--- src/rtl/mips_hazard_ctrl.sv ---
// Pipeline sequencing controller: load-use bubbles, taken-branch flushes and MDU front-end freeze.
// Optional stall statistics counter is built when HAZARD_STATS_EN is defined.
module mips_hazard_ctrl #(
    parameter int MDU_LATENCY = 4,
    parameter int CNT_W       = 16
) (
    input  logic             i_clk,
    input  logic             i_rst_n,
    input  logic [4:0]       i_id_rs,
    input  logic [4:0]       i_id_rt,
    input  logic             i_id_uses_rt,
    input  logic [4:0]       i_ex_rd,
    input  logic             i_ex_memread,
    input  logic             i_ex_branch_taken,
    input  logic             i_ex_mdu_start,
    output logic             o_pc_en,
    output logic             o_ifid_en,
    output logic             o_ifid_flush,
    output logic             o_idex_en,
    output logic             o_idex_flush,
    output logic             o_busy,
    output logic [CNT_W-1:0] o_stall_cnt
);

    typedef enum logic {
        RUN,
        MDU_WAIT
    } state_t;

    localparam logic [3:0] WAIT_INIT = 4'(MDU_LATENCY - 1);

    state_t     state_reg, state_next;
    logic [3:0] wait_cnt_reg, wait_cnt_next;
    logic       load_use;

    // $0 is hard-wired, so a load targeting it can never feed a consumer.
    assign load_use = i_ex_memread && (i_ex_rd != 5'd0) &&
                      ((i_ex_rd == i_id_rs) || (i_id_uses_rt && (i_ex_rd == i_id_rt)));

    always_ff @(posedge i_clk) begin
        if (!i_rst_n) begin
            state_reg    <= RUN;
            wait_cnt_reg <= 4'd0;
        end else begin
            state_reg    <= state_next;
            wait_cnt_reg <= wait_cnt_next;
        end
    end

    always_comb begin
        state_next    = state_reg;
        wait_cnt_next = wait_cnt_reg;
        o_pc_en       = 1'b1;
        o_ifid_en     = 1'b1;
        o_ifid_flush  = 1'b0;
        o_idex_en     = 1'b1;
        o_idex_flush  = 1'b0;
        o_busy        = 1'b0;

        if (!i_rst_n) begin
            o_pc_en      = 1'b0;
            o_ifid_en    = 1'b0;
            o_idex_en    = 1'b0;
            o_ifid_flush = 1'b1;
            o_idex_flush = 1'b1;
        end else begin
            case (state_reg)
                RUN: begin
                    if (i_ex_branch_taken) begin
                        o_ifid_flush = 1'b1;
                        o_idex_flush = 1'b1;
                    end else if (i_ex_mdu_start) begin
                        o_pc_en       = 1'b0;
                        o_ifid_en     = 1'b0;
                        o_idex_en     = 1'b0;
                        state_next    = MDU_WAIT;
                        wait_cnt_next = WAIT_INIT;
                    end else if (load_use) begin
                        o_pc_en      = 1'b0;
                        o_ifid_en    = 1'b0;
                        o_idex_flush = 1'b1;
                    end
                end
                MDU_WAIT: begin
                    o_pc_en       = 1'b0;
                    o_ifid_en     = 1'b0;
                    o_idex_en     = 1'b0;
                    o_busy        = 1'b1;
                    wait_cnt_next = wait_cnt_reg - 4'd1;
                    // Counting the start cycle, the freeze lasts MDU_LATENCY cycles in total.
                    if (wait_cnt_reg <= 4'd1) begin
                        state_next = RUN;
                    end
                end
                default: state_next = RUN;
            endcase
        end
    end

`ifdef HAZARD_STATS_EN
    logic [CNT_W-1:0] stall_cnt_reg;

    always_ff @(posedge i_clk) begin
        if (!i_rst_n) begin
            stall_cnt_reg <= '0;
        end else if (!o_pc_en && (stall_cnt_reg != {CNT_W{1'b1}})) begin
            stall_cnt_reg <= stall_cnt_reg + {{(CNT_W-1){1'b0}}, 1'b1};
        end
    end

    assign o_stall_cnt = stall_cnt_reg;
`else
    assign o_stall_cnt = '0;
`endif

endmodule

--- config.mk ---
export PLATFORM = sky130hd
export DESIGN_NAME = mips_hazard_ctrl
export DESIGN_NICKNAME = d
export VERILOG_FILES = /design/src/rtl/mips_hazard_ctrl.sv
export SDC_FILE = /design/constraint.sdc
export NUM_CORES = 1
export LEC_CHECK = 0
export ABC_AREA = 1
export CAP_MARGIN = 20
export CORE_MARGIN = 4
export CORE_UTILIZATION = 30
export CTS_CLUSTER_DIAMETER = 80
export DETAILED_ROUTE_END_ITERATION = 10
export PLACE_DENSITY = 0.77
export REMOVE_ABC_BUFFERS = 1
export SETUP_SLACK_MARGIN = 0.5
export SLEW_MARGIN = 20
export SYNTH_ARGS = -nofsm -noshare
export SYNTH_HDL_FRONTEND = slang
export SYNTH_SLANG_ARGS = --single-unit
export TNS_END_PERCENT = 5
--- constraint.sdc ---
create_clock -name i_clk -period 1.3 [get_ports i_clk]
set_clock_uncertainty 0.2 [all_clocks]
set_input_delay 0.26 -clock i_clk [delete_from_list [all_inputs] [get_ports i_clk]]
set_output_delay 0.26 -clock i_clk [all_outputs]
set_load 0.05 [all_outputs]
==> impl_metrics.toml <==
[status]
outcome = "finished, violations left"
violations = "setup timing"

[detailed_routing]
num_vias = 773
drc_errors = 0
avgViaCountPerCell = 4.32
dr.pass1.iters = 4
drtAntennaViolNets = 0
wl_per_cell_um = 11.4
drt_iter0_drc = 9
routed_wl_um = 2040

[clocking]
htree_levels = 1
hold_buffers = 0
cts_sinks = 5
cts_tree = "done"
cts_root_buffer = "clkbuf_4"
max-clock-path-buffers = 2
cts_buffers = 3
clock_latency_ns = 0.24
cts_setup_buffers = 0
clk_pin_slew_worst_paths_ns = 0.04

[synth]
synth_top_cell_area_share_pct = 21.9
ys_warn_count = 0
synth_common_cells = "nand2_1 (37), buf_4 (17), inv_1 (17), nor2_1 (11), inv_2 (7)"
netlist_top_cells_area = "nand2_1 (22%), buf_4 (20%), dfxtp_1 (16%), inv_1 (10%), nor2_1 (6.5%)"
ys_seq_area_share_pct = 15.8
synth_fa_ha_area_share_pct = 3.95
synth_area_leader_cell = "nand2_1"
synth_seq_cells = 5
synth_compound_area_share_pct = 8.10
ys.flop_type = "dfxtp_1"
synth-xor-area-share_pct = 1.38
muxShareOfSynthArea_pct = 0
synth_top_family_by_area = "simple AND/OR/NAND/NOR gates"
ys_async_sr_fraction_pct = 0
synthCells = 116
synth_enable_flop_cells = 0
ys_types = 17
synth_area_um2 = 633
synthSimpleGateAreaFrac_pct = 35.8
yosysMostFrequentCell = "nand2_1"
avgSynthCellArea_um2 = 5.46

[grt]
grt_util_all_layers_pct = 12.7
use_met1_pct = 15.9
first_global_vias = 670
grt_overflow = 0
grt_max_degree = 6
grtUsageMet2_pct = 20.6
grt.busiest_layer = "met2"
antenna_found_initial = 0
grt_pass1_wl_um = 2710
use_met3_pct = 3.60

[setup_path]
r2r_end = "state_reg$_SDFF_PN0_"
crit_family = "flip-flops"
cp_num_buf_inv = 2
cp_slowest_cell = "dfxtp_4"
crit_required_ns = 0.84
worstPathArrival_ns = 1.21
reg2reg_from = "wait_cnt_reg[1]$_SDFFE_PN0P_"
worst_setup_path_start_kind = "flop"
worst-r2r-setup-slack_ns = 0.03
crit_chain = "buf_6 -> nor2_1 -> nand3_2 -> nand2_2 -> buf_12"
critPathKind = "reg2out"
worstSetupEndpointType = "output pin"
cpPeakStageDelay_ns = 0.36
r2r_cells = 5
worstPathMaxFanout = 4

[min_path]
min_from = "i_rst_n"
min_path_type = "in2reg"
hold_depth = 3
hold_end = "wait_cnt_reg[3]$_SDFFE_PN0P_"

[job]
max_cap_violations = 0

[placed_design]
port_buffers = 26
preCtsSetupSlack_ns = -0.790
dp_hpwl_um = 1420
gp_congestion = 0.701
place_area_um2 = 976

[finish]
area_growth_pct = 74.9
drive_above_1_share_pct = 52.6
largest_register_ffs = 4
final_util_pct = 55.9
fin_area_um2 = 1110
diodes = 0
fin_nets = 176

[sta]
rsz0062_at_grt = "yes"
worst_slack_ns = -0.368
drv_slew = 0
fin_crit_ns = 1.67
setup_viol = 6
setup_tns_ns = -1.45
hold_viol = 0
fmax_ghz = 0.599
fin_crit_sh_pct = 128

[floorplanning]
die_w_um = 53.9
start_util_pct = 31.9
row_count = 16
die_area_um2 = 2910
ios = 43
die_y_um = 53.9
core_um2 = 1980

[power]
p_leak_nw = 0.597
worst_ir_drop_vdd_v = 0.000637
totalPowerFinal_mw = 0.876
power_density_nw_per_um2 = 791
-- worst reg2reg max path, stage by stage, from the launching register on --
cell,delay [ns]
dfxtp_2,0.33
inv_2,0.08
ha_2,0.20
nor2_4,0.05
nor3_2,0.20
o21ai_1,0.09
-- final cells by class --
type                       count  area, µm²
tap                           27       33.8
clock buffer                   4       26.3
sequential                     5        113
timing repair buffer          34        358
multi-input combinational     85        479
inverter                      24       97.6
fill                         178        875
-- per-layer routing --
| metal | part of all wire (%) | up-vias | wire, µm |
|---|---|---|---|
| met5 | 0 | - | 0 |
| met4 | 1.9 | 0 | 38 |
| met3 | 7.2 | 6 | 147 |
| met2 | 51 | 37 | 1050 |
| met1 | 40 | 340 | 809 |
| li1 | - | 390 | - |
-- cells by family after synthesis --
logic type / after synthesis
and+or+nand+nor: 57
buffers and inverters: 41
AOI/OAI and AO/OA: 9
DFF: 5
adders and majority gates: 2
xor gates and xnor gates: 1
other: 1
-- per-stage QoR --
stage / std cells / hold slack (ns)
4_1_cts: 179 / 0.255
3_3_place_gp: 175 / 0.282
6_report: 179 / 0.170
5_1_grt: 179 / 0.180
3_5_place_dp: 175 / 0.307
2_1_floorplan: 114 / 0.209
-- worst max path at each step --
stage / startpoint / endpoint / slack (ns) / cells past startpoint
2_1_floorplan: state_reg$_SDFF_PN0_ / o_ifid_en / -0.59 / 5
3_3_place_gp: i_ex_rd[4] / o_pc_en / -0.75 / 11
3_5_place_dp: i_ex_rd[0] / o_ifid_en / -0.79 / 11
4_1_cts: i_ex_rd[1] / o_ifid_en / -0.28 / 11
5_1_grt: state_reg$_SDFF_PN0_ / o_idex_flush / -0.42 / 5
6_report: state_reg$_SDFF_PN0_ / o_idex_flush / -0.37 / 5
-- power by group --
part	total, mW	internal [mW]	switching (mW)	leakage, nW
combinational	0.506	0.196	0.309	0.538
sequential	0.190	0.168	0.0219	0.0434
clock	0.180	0.116	0.0642	0.0150
total	0.876	0.480	0.396	0.597
-- layout by cell type (no fill, tap or decap), types with 4 or more instances in the layout --
cell	synthesis	layout
nand2_1	37	27
conb_1	1	16
inv_2	7	11
nand2_2	0	10
inv_1	17	10
buf_6	0	8
buf_2	0	8
nor2_2	0	6
buf_12	0	6
buf_4	17	6
nor2_1	11	4
nand3_2	0	4
-- repair_timing --
item,CTS,global route
endpoints found under the setup margin,11,11
gates resized for setup,93,36
pin swaps,31,23
Power figures use the tool's default switching activity.
